$ cat src/rtl/sigmoid.sv
// Two-stage piecewise-linear sigmoid segment: alfa = (x * gradient) >>> FRAC + offset,
// clamped to [0, 1.0] or saturated to the signed word range.
module sigmoid #(
    parameter int BITS       = 16,
    parameter int FRAC       = 8,
    parameter int CLAMP_UNIT = 1
) (
    input  logic                   clk,
    input  logic                   rst_n,
    input  logic                   in_valid,
    input  logic signed [BITS-1:0] x,
    input  logic signed [BITS-1:0] gradient,
    input  logic signed [BITS-1:0] offset,
    output logic                   out_valid,
    output logic signed [BITS-1:0] alfa
);

    localparam int PW = 2 * BITS;
    localparam int SW = 2 * BITS + 1;

    localparam logic signed [SW-1:0] MAX_S  = {{(SW-BITS+1){1'b0}}, {(BITS-1){1'b1}}};
    localparam logic signed [SW-1:0] MIN_S  = {{(SW-BITS+1){1'b1}}, {(BITS-1){1'b0}}};
    localparam logic signed [SW-1:0] ONE_S  = {{(SW-FRAC-1){1'b0}}, 1'b1, {FRAC{1'b0}}};
    localparam logic signed [SW-1:0] ZERO_S = '0;

    logic signed [PW-1:0]   p_reg;
    logic signed [BITS-1:0] off_reg;
    logic                   v1_reg;

    logic signed [PW-1:0]   q_next;
    logic signed [SW-1:0]   s_next;
    logic signed [BITS-1:0] alfa_next;
    logic signed [BITS-1:0] alfa_reg;
    logic                   valid_reg;

    // Stage 1: full-width product, offset travels alongside it.
    always_ff @(posedge clk or negedge rst_n) begin
        if (!rst_n) begin
            p_reg   <= '0;
            off_reg <= '0;
            v1_reg  <= 1'b0;
        end else begin
            p_reg   <= x * gradient;
            off_reg <= offset;
            v1_reg  <= in_valid;
        end
    end

    // Floor-shift then add in one extra bit so the sum can never wrap.
    always_comb begin
        q_next = p_reg >>> FRAC;
        s_next = {q_next[PW-1], q_next} + {{(SW-BITS){off_reg[BITS-1]}}, off_reg};
    end

    generate
        if (CLAMP_UNIT != 0) begin : g_clamp
            always_comb begin
                alfa_next = s_next[BITS-1:0];
                if (s_next < ZERO_S) begin
                    alfa_next = '0;
                end else if (s_next > ONE_S) begin
                    alfa_next = ONE_S[BITS-1:0];
                end
            end
        end else begin : g_sat
            always_comb begin
                alfa_next = s_next[BITS-1:0];
                if (s_next > MAX_S) begin
                    alfa_next = MAX_S[BITS-1:0];
                end else if (s_next < MIN_S) begin
                    alfa_next = MIN_S[BITS-1:0];
                end
            end
        end
    endgenerate

    // Stage 2: alfa only updates on a valid result and holds otherwise.
    always_ff @(posedge clk or negedge rst_n) begin
        if (!rst_n) begin
            alfa_reg  <= '0;
            valid_reg <= 1'b0;
        end else begin
            valid_reg <= v1_reg;
            if (v1_reg) begin
                alfa_reg <= alfa_next;
            end
        end
    end

    assign alfa      = alfa_reg;
    assign out_valid = valid_reg;

endmodule

$ cat config.mk
export PLATFORM = sky130hd
export DESIGN_NAME = sigmoid
export DESIGN_NICKNAME = d
export VERILOG_FILES = /design/src/rtl/sigmoid.sv
export SDC_FILE = /design/constraint.sdc
export NUM_CORES = 1
export LEC_CHECK = 0
export CAP_MARGIN = 15
export CELL_PAD_IN_SITES_DETAIL_PLACEMENT = 1
export CELL_PAD_IN_SITES_GLOBAL_PLACEMENT = 1
export CORE_UTILIZATION = 35
export DETAILED_ROUTE_END_ITERATION = 10
export GPL_TIMING_DRIVEN = 0
export PLACE_DENSITY = 0.65
export SYNTH_ARGS = -nofsm -noshare
export SYNTH_HDL_FRONTEND = slang
export SYNTH_SLANG_ARGS = --single-unit
$ cat constraint.sdc
create_clock -name clk -period 4 [get_ports clk]
set_input_delay 0.6 -clock clk [delete_from_list [all_inputs] [get_ports clk]]
set_output_delay 0.6 -clock clk [all_outputs]
set_load 0.02 [all_outputs]
==> key figures, run 1 <==
Status
  • Status: finished with violations
  • Failing checks: DRC, setup timing

STA
  • Fmax: roughly 170 MHz
  • Worst relative slew slack: 0.526
  • Min cycle time layout: ~5800 ps
  • Max-slew violations: 0
  • Final worst slack: -1850 ps
  • Hold Violations, Final: 0
  • RSZ-0062 raised after global routing: yes
  • Worst Skew: 6.33 ps
  • Final setup viols: 24
  • Final worst-path cycle share: 1.46
  • Worst Tran Pin Value: between 600 and 700 ps

Clock tree
  • CTS tree: done
  • Clock Tree Buf Depth: 2
  • Worst-skew pair later-pin latency: about 330 ps
  • Clock sink count: between 50 and 60
  • Clock transition at the registers of the reported paths: about 50 ps
  • TritonCTS Buffers: 9
  • Root buffer cell: clkbuf_16
  • Htree depth: 3

Critical path
  • Highest cell delay on the worst timing path: around 680 ps
  • CP Launch Type: primary input
  • WP data required: ~4200 ps
  • Crit path cell chain: buf_8 > clkbuf_16 > nand2_8 > inv_6 > fa_2 > fa_2 > buf_6 > fa_1 > fa_1 > fa_1 > fa_1 > ha_4 > a21o_1 > a21o_1 > a221o_1 > a21oi_2 > nor2b_2 > a21o_1 > o41ai_2 > xnor2_1
  • Crit. End Element: register
  • Flop2flop setup slack: approximately 300 ps
  • Setup Crit Path Kind: in2reg
  • CP most frequent cell: fa_1
  • CP Data Arrival Time: 6060 ps
  • Max Fanout on Critical Path: 7
  • Slowest cell on the critical path: fa_2

Die
  • Ports: 68
  • Die Wd: approximately 190 um
  • Die area: roughly 37000 um2
  • Core ar.: 35500 um2
  • Initial Utilization: 0.354
  • Row cnt: 69
  • Die Y: between 150 and 200 um

Detailed routing
  • Detailed-route via count: around 9600
  • Routed Antenna Nets: 0
  • Drt drc: 2
  • Drt wl/cell: 18.5 um
  • Number of DRC markers in iteration 0: about 330
  • Mean number of vias per cell: between 4 and 5
  • DRT Pass-1 Iters: 7
  • Final wirelength: 36100 um

Cells and area
  • Layout cells sized above 1: 0.199
  • Diode count: 0
  • Final core occ: 0.448
  • Fill count: ~4000
  • NumNets Final: approximately 1900
  • Flip-flop and latch area: 1450 um2
  • Final Cell Area: 15900 um2
  • Layout area overhead: 26.4%
  • Area of the multi-input gates: 10500 um2
  • Max reg flops: 24

GRT
  • Largest net degree at the start of global routing: 31
  • GRT Resource Usage Total: 0.212
  • Initial antenna violation count: 0
  • Via count of the first global-routing pass: 11100
  • First-pass GRT wire length: between 50000 and 60000 um
  • Gr ovfl total: 0

Yosys
  • Ys flop type: dfrtp_1
  • Synth cell types: 65
  • FFs w/ async S/R, synth: 1.00
  • EDFF count, synth: 0
  • Cell count after synthesis: approximately 1300
  • Sequential area share after synthesis: 0.115
  • Flops & latches, synth: 58
  • Warnings from Yosys: 0
  • Total nets after synthesis: roughly 1800
  • Syn Area/Cell: roughly 9.4 um2
  • Netlist Area Pre-Place: approximately 13000 um2

Placed design
  • Port bufs: 67
  • Placed Area: around 14000 um2
  • RePlAce Congestion: around 0.85
  • DP Wirelength: around 29000 um

Worst hold path
  • HP Class: in2async

Run
  • Max Cap Viol: 0
## worst max-delay path, delay by kind of cell
family                     cells  cell delay [ps]
adders and majority gates      7             3400
AOI/OAI and AO/OA              6             1260
buffers and inverters          4              430
xor gates and xnor gates       1              230
and+or+nand+nor                2              140
## area by class of cell
type | instances | share of cell area
multi-input cells | 937 | 0.658
well taps | 461 | 0.0363
inverters | 305 | 0.0724
flip-flops and latches | 58 | 0.0913
plain buffers | 41 | 0.0428
clock buffers | 11 | 0.0159
clock inverters | 4 | 0.00472
repair buffers | 128 | 0.0783
## kinds of logic (layout without fill, tap and decap cells)
logic type,Yosys count,after routing,share of synthesized area
AO/OA/AOI/OAI,143,143,0.0771
adder cells (fa/ha/maj),365,365,0.520
multiplexers,5,5,0.00418
XOR/XNOR,33,33,0.0230
flip-flops,58,58,0.115
AND/OR/NAND/NOR,391,391,0.157
buffers and inverters,346,489,0.104
## Yosys cell counts, types with 12 or more instances
cell        n  area (um2)
nor3_1     15        75.1
inv_1     304        1140
nor2b_1    12        75.1
and2_1    125         782
ha_1      103        1290
fa_1      262        5250
dfrtp_1    58        1450
o21ai_0    26         130
nor2_1     50         188
nand2_1   139         522
xnor2_1    23         201
clkbuf_1   35         131
a21oi_1    37         185
## through the flow
stage	instances	setup slack [ps]	hold WS (ps)	TNS, ps
final	1945	-1850	306	-31950
after global placement	1869	-3040	474	-57090
after CTS	1925	-1850	329	-31080
after global routing	1945	-2010	352	-35710
after detailed placement	1870	-3220	476	-58520
after floorplan	1341	-1780	304	-26280
## layout by cell type (no fill, tap or decap), types with 6 or more instances in the layout
cell type | Yosys | routed
inv_1 | 304 | 283
fa_1 | 262 | 237
nand2_1 | 139 | 128
and2_1 | 125 | 104
ha_1 | 103 | 87
dfrtp_1 | 58 | 58
buf_4 | 0 | 52
nor2_1 | 50 | 46
clkdlybuf4s50_1 | 0 | 35
clkbuf_16 | 0 | 28
a21oi_1 | 37 | 28
fa_2 | 0 | 25
buf_6 | 0 | 23
and2_4 | 0 | 21
inv_2 | 0 | 20
xnor2_1 | 23 | 20
o21ai_0 | 26 | 20
nor3_1 | 15 | 13
ha_4 | 0 | 13
clkbuf_8 | 0 | 11
buf_8 | 0 | 10
nand2b_1 | 10 | 10
a21o_1 | 11 | 10
nand3_1 | 11 | 10
nor2b_1 | 12 | 10
buf_2 | 6 | 9
o2bb2ai_1 | 9 | 9
xor2_1 | 10 | 8
o21ai_1 | 5 | 6
and3_1 | 8 | 6
## worst paths after layout
kind                                       endpoint  cells after the start                start
worst min-delay path            alfa[1]$_DFFE_PN0P_                      1                rst_n
min in group clk                alfa[1]$_DFFE_PN0P_                      1  alfa[1]$_DFFE_PN0P_
max in group asynchronous       p_reg[17]$_DFF_PN0_                      2                rst_n
worst min register to register  alfa[1]$_DFFE_PN0P_                      1  alfa[1]$_DFFE_PN0P_
worst max register to register  alfa[0]$_DFFE_PN0P_                     11   p_reg[8]$_DFF_PN0_
worst max-delay path            p_reg[31]$_DFF_PN0_                     20          gradient[1]
## repair_timing
| item | CTS | global route |
|---|---|---|
| buffers inserted | 38 | 20 |
| setup endpoints to repair | 24 | 24 |
| pin swaps | 57 | 40 |
| gates resized for setup | 310 | 46 |
| gates cloned | 2 | 1 |
| hold buffers | 0 | 0 |
## metal layers
metal	part of all wire	vias to the layer above	GRT usage
met5	0	-	0
li1	-	4367	-
met4	0.029	0	0.0641
met2	0.52	150	0.384
met1	0.42	4977	0.256
met3	0.032	58	0.0330
Power of run 1 is not shown: default switching activity piles up to over one toggle a cycle in this logic, so the estimate is an artifact.
==> run 2, diff against run 1 <==
Settings changed: CORE_MARGIN set to 2, GPL_TIMING_DRIVEN 0 to unset.
==> run 2 against run 1 <==
The run ends with setup timing left; register-to-register slack lost 50 ps; cell count grew 6.6%; flip-flop and latch count is the same; hold slack gained 4.4 ps; worst setup slack gained 33 ps; critical path type unchanged; critical endpoint is now p_reg[30]$_DFF_PN0_; largest cell class unchanged; highest routed layer unchanged.
==> key figures, run 2 (same netlist as run 1, synthesis figures left out) <==
Clock tree
  • Clock Tree Buf Depth: 2 (unchanged)
  • Clock sink count: 58 (unchanged)
  • Root buffer cell: clkbuf_16
  • Worst-skew pair later-pin latency: 340 ps (about the same)
  • Clock transition at the registers of the reported paths: 50 ps (about the same)
  • TritonCTS Buffers: 9 (unchanged)
  • CTS tree: done
  • Htree depth: 3 (unchanged)
  • Cts hold-fix bufs: 0 (unchanged)

Die
  • Ports: 68 (unchanged)
  • Core ar.: 35500 um2 (unchanged)
  • Die Y: 194 um (+1.0%)
  • Die Wd: 194 um (+1.0%)
  • Die area: 37500 um2 (+2.1%)
  • Initial Utilization: 0.354 (unchanged)
  • Row cnt: 69 (unchanged)

Worst hold path
  • HP Class: in2async

Detailed routing
  • Drt wl/cell: 18.0 um (-3.1%)
  • Routed Antenna Nets: 0 (unchanged)
  • Mean number of vias per cell: 4.84 (-1.4%)
  • Number of DRC markers in iteration 0: 281 (-15%)
  • DRT Pass-1 Iters: 4 (-3)
  • Final wirelength: 37300 um (+3.4%)
  • Detailed-route via count: 10000 (+5.1%)
  • Drt drc: 0 (-2)

GRT
  • Largest net degree at the start of global routing: 32 (+3.2%)
  • Gr ovfl total: 0 (unchanged)
  • GRT Resource Usage Total: 0.209 (-0.00245)
  • Initial antenna violation count: 1 (+1)
  • First-pass GRT wire length: 62000 um (+5.7%)
  • Via count of the first global-routing pass: 12000 (+8.7%)

Cells and area
  • Final Cell Area: 17000 um2 (+7.2%)
  • Commonest non-fill, non-tap cell in the layout: inv_1
  • Layout area overhead: 35.5%
  • Max reg flops: 24 (unchanged)
  • Most frequent cells in the layout: inv_1, fa_1, buf_4
  • NumNets Final: 2024 (+6.8%)
  • Layout cells sized above 1: 0.297 (+0.0971)

Critical path
  • CP bufs+invs: 5 (+1)
  • CP Launch Type: primary input
  • Top Family by Delay on Critical Path: adder cells
  • Setup Crit Path Kind: in2reg
  • Slowest cell on the critical path: fa_2
  • CP most frequent cell: fa_1
  • CP Data Arrival Time: 6080 ps (+20 ps)
  • Highest cell delay on the worst timing path: 610 ps (-70 ps)
  • Crit path cell chain: buf_8 > buf_12 > nand2_4 > inv_4 > fa_2 > buf_4 > buf_6 > fa_2 > fa_1 > fa_1 > fa_1 > fa_1 > ha_4 > a21o_1 > a21o_1 > a221o_1 > a21oi_1 > nor2b_1 > a211o_1 > a21oi_2 > xnor2_1
  • Flop2flop setup slack: 250 ps (-50 ps)
  • Max Fanout on Critical Path: 5 (-2)
  • Crit. End Element: register
  • WP data required: 4260 ps (+50 ps)

STA
  • Fmax: 172 MHz (+0.58%)
  • RSZ-0062 raised after global routing: yes
  • Worst Skew: 9.68 ps (+3.34 ps)
  • Worst relative slew slack: 0.536 (+0.00998)
  • Max-slew violations: 0 (unchanged)
  • Hold Violations, Final: 0 (unchanged)
  • Final setup viols: 24 (unchanged)
  • Final worst slack: -1810 ps (+33.5 ps)
  • Worst Tran Pin Value: 696 ps (+2.96 ps)
  • Final worst-path cycle share: 1.45 (-0.00837)
  • Min cycle time layout: 5810 ps (-33.5 ps)

Placed design
  • DP Wirelength: 28900 um (-1.9%)
  • RePlAce Congestion: 0.832 (-2.3%)
  • Port bufs: 67 (unchanged)
  • Placed Area: 15300 um2 (+6.4%)

Run
  • Max Cap Viol: 0 (unchanged)

Status
  • Status: finished with violations
  • Failing checks: setup timing
[run 2: layout make-up]
cell class,count,area (um2)
Clock inverter,4,75.1
Clock buffer,11,253
Sequential cell,58,1450
Tap cell,461,577
Antenna cell,1,2.50
Inverter,305,1150
Timing Repair Buffer,297,2950
Fill cell,3973,18400
Multi-Input combinational cell,937,10600
[run 2: worst register-to-register path, cell delays in order, from the launching register on]
cell       delay (ps)
dfrtp_1           370
ha_1              230
fa_1              420
a211oi_2          350
o211ai_2          210
a31oi_1           190
mux2_1            340
a2111oi_0         580
nand4_1           270
nand4bb_2         480
o2bb2ai_1         240
[run 2: final timing paths]
path / depth (start not counted) / end / start
max: 21 / p_reg[30]$_DFF_PN0_ / x[15]
min: 1 / alfa[10]$_DFFE_PN0P_ / rst_n
max reg2reg: 10 / alfa[5]$_DFFE_PN0P_ / p_reg[8]$_DFF_PN0_
min reg2reg: 1 / alfa[7]$_DFFE_PN0P_ / alfa[7]$_DFFE_PN0P_
max in group asynchronous: 2 / p_reg[15]$_DFF_PN0_ / rst_n
min in group clk: 1 / alfa[7]$_DFFE_PN0P_ / alfa[7]$_DFFE_PN0P_
[run 2: stage by stage]
stage	hold WS [ps]	setup WS [ps]	TNS (ps)	cells	util
after floorplan	304	-1780	-26280	1341	-
after global placement	475	-2420	-50420	1978	0.431
after detailed placement	476	-2560	-52570	1978	0.431
after CTS	334	-1780	-34180	2063	0.474
after global routing	368	-2020	-39670	2073	0.480
final	310	-1810	-35540	2074	0.480
[run 2: repair_timing]
action	4_1_cts	5_1_grt
pin swaps	126	61
buffers inserted	63	17
endpoints found under the hold margin	0	0
cloned	8	0
resized for setup	283	81
setup endpoints to repair	24	32
[run 2: layer usage]
metal / share of wire / track usage
met3: 0.022 / 0.0207
met4: 0.024 / 0.0506
met1: 0.41 / 0.251
met2: 0.55 / 0.399
met5: 0 / 0
Power of run 2 is left out for the same reason.
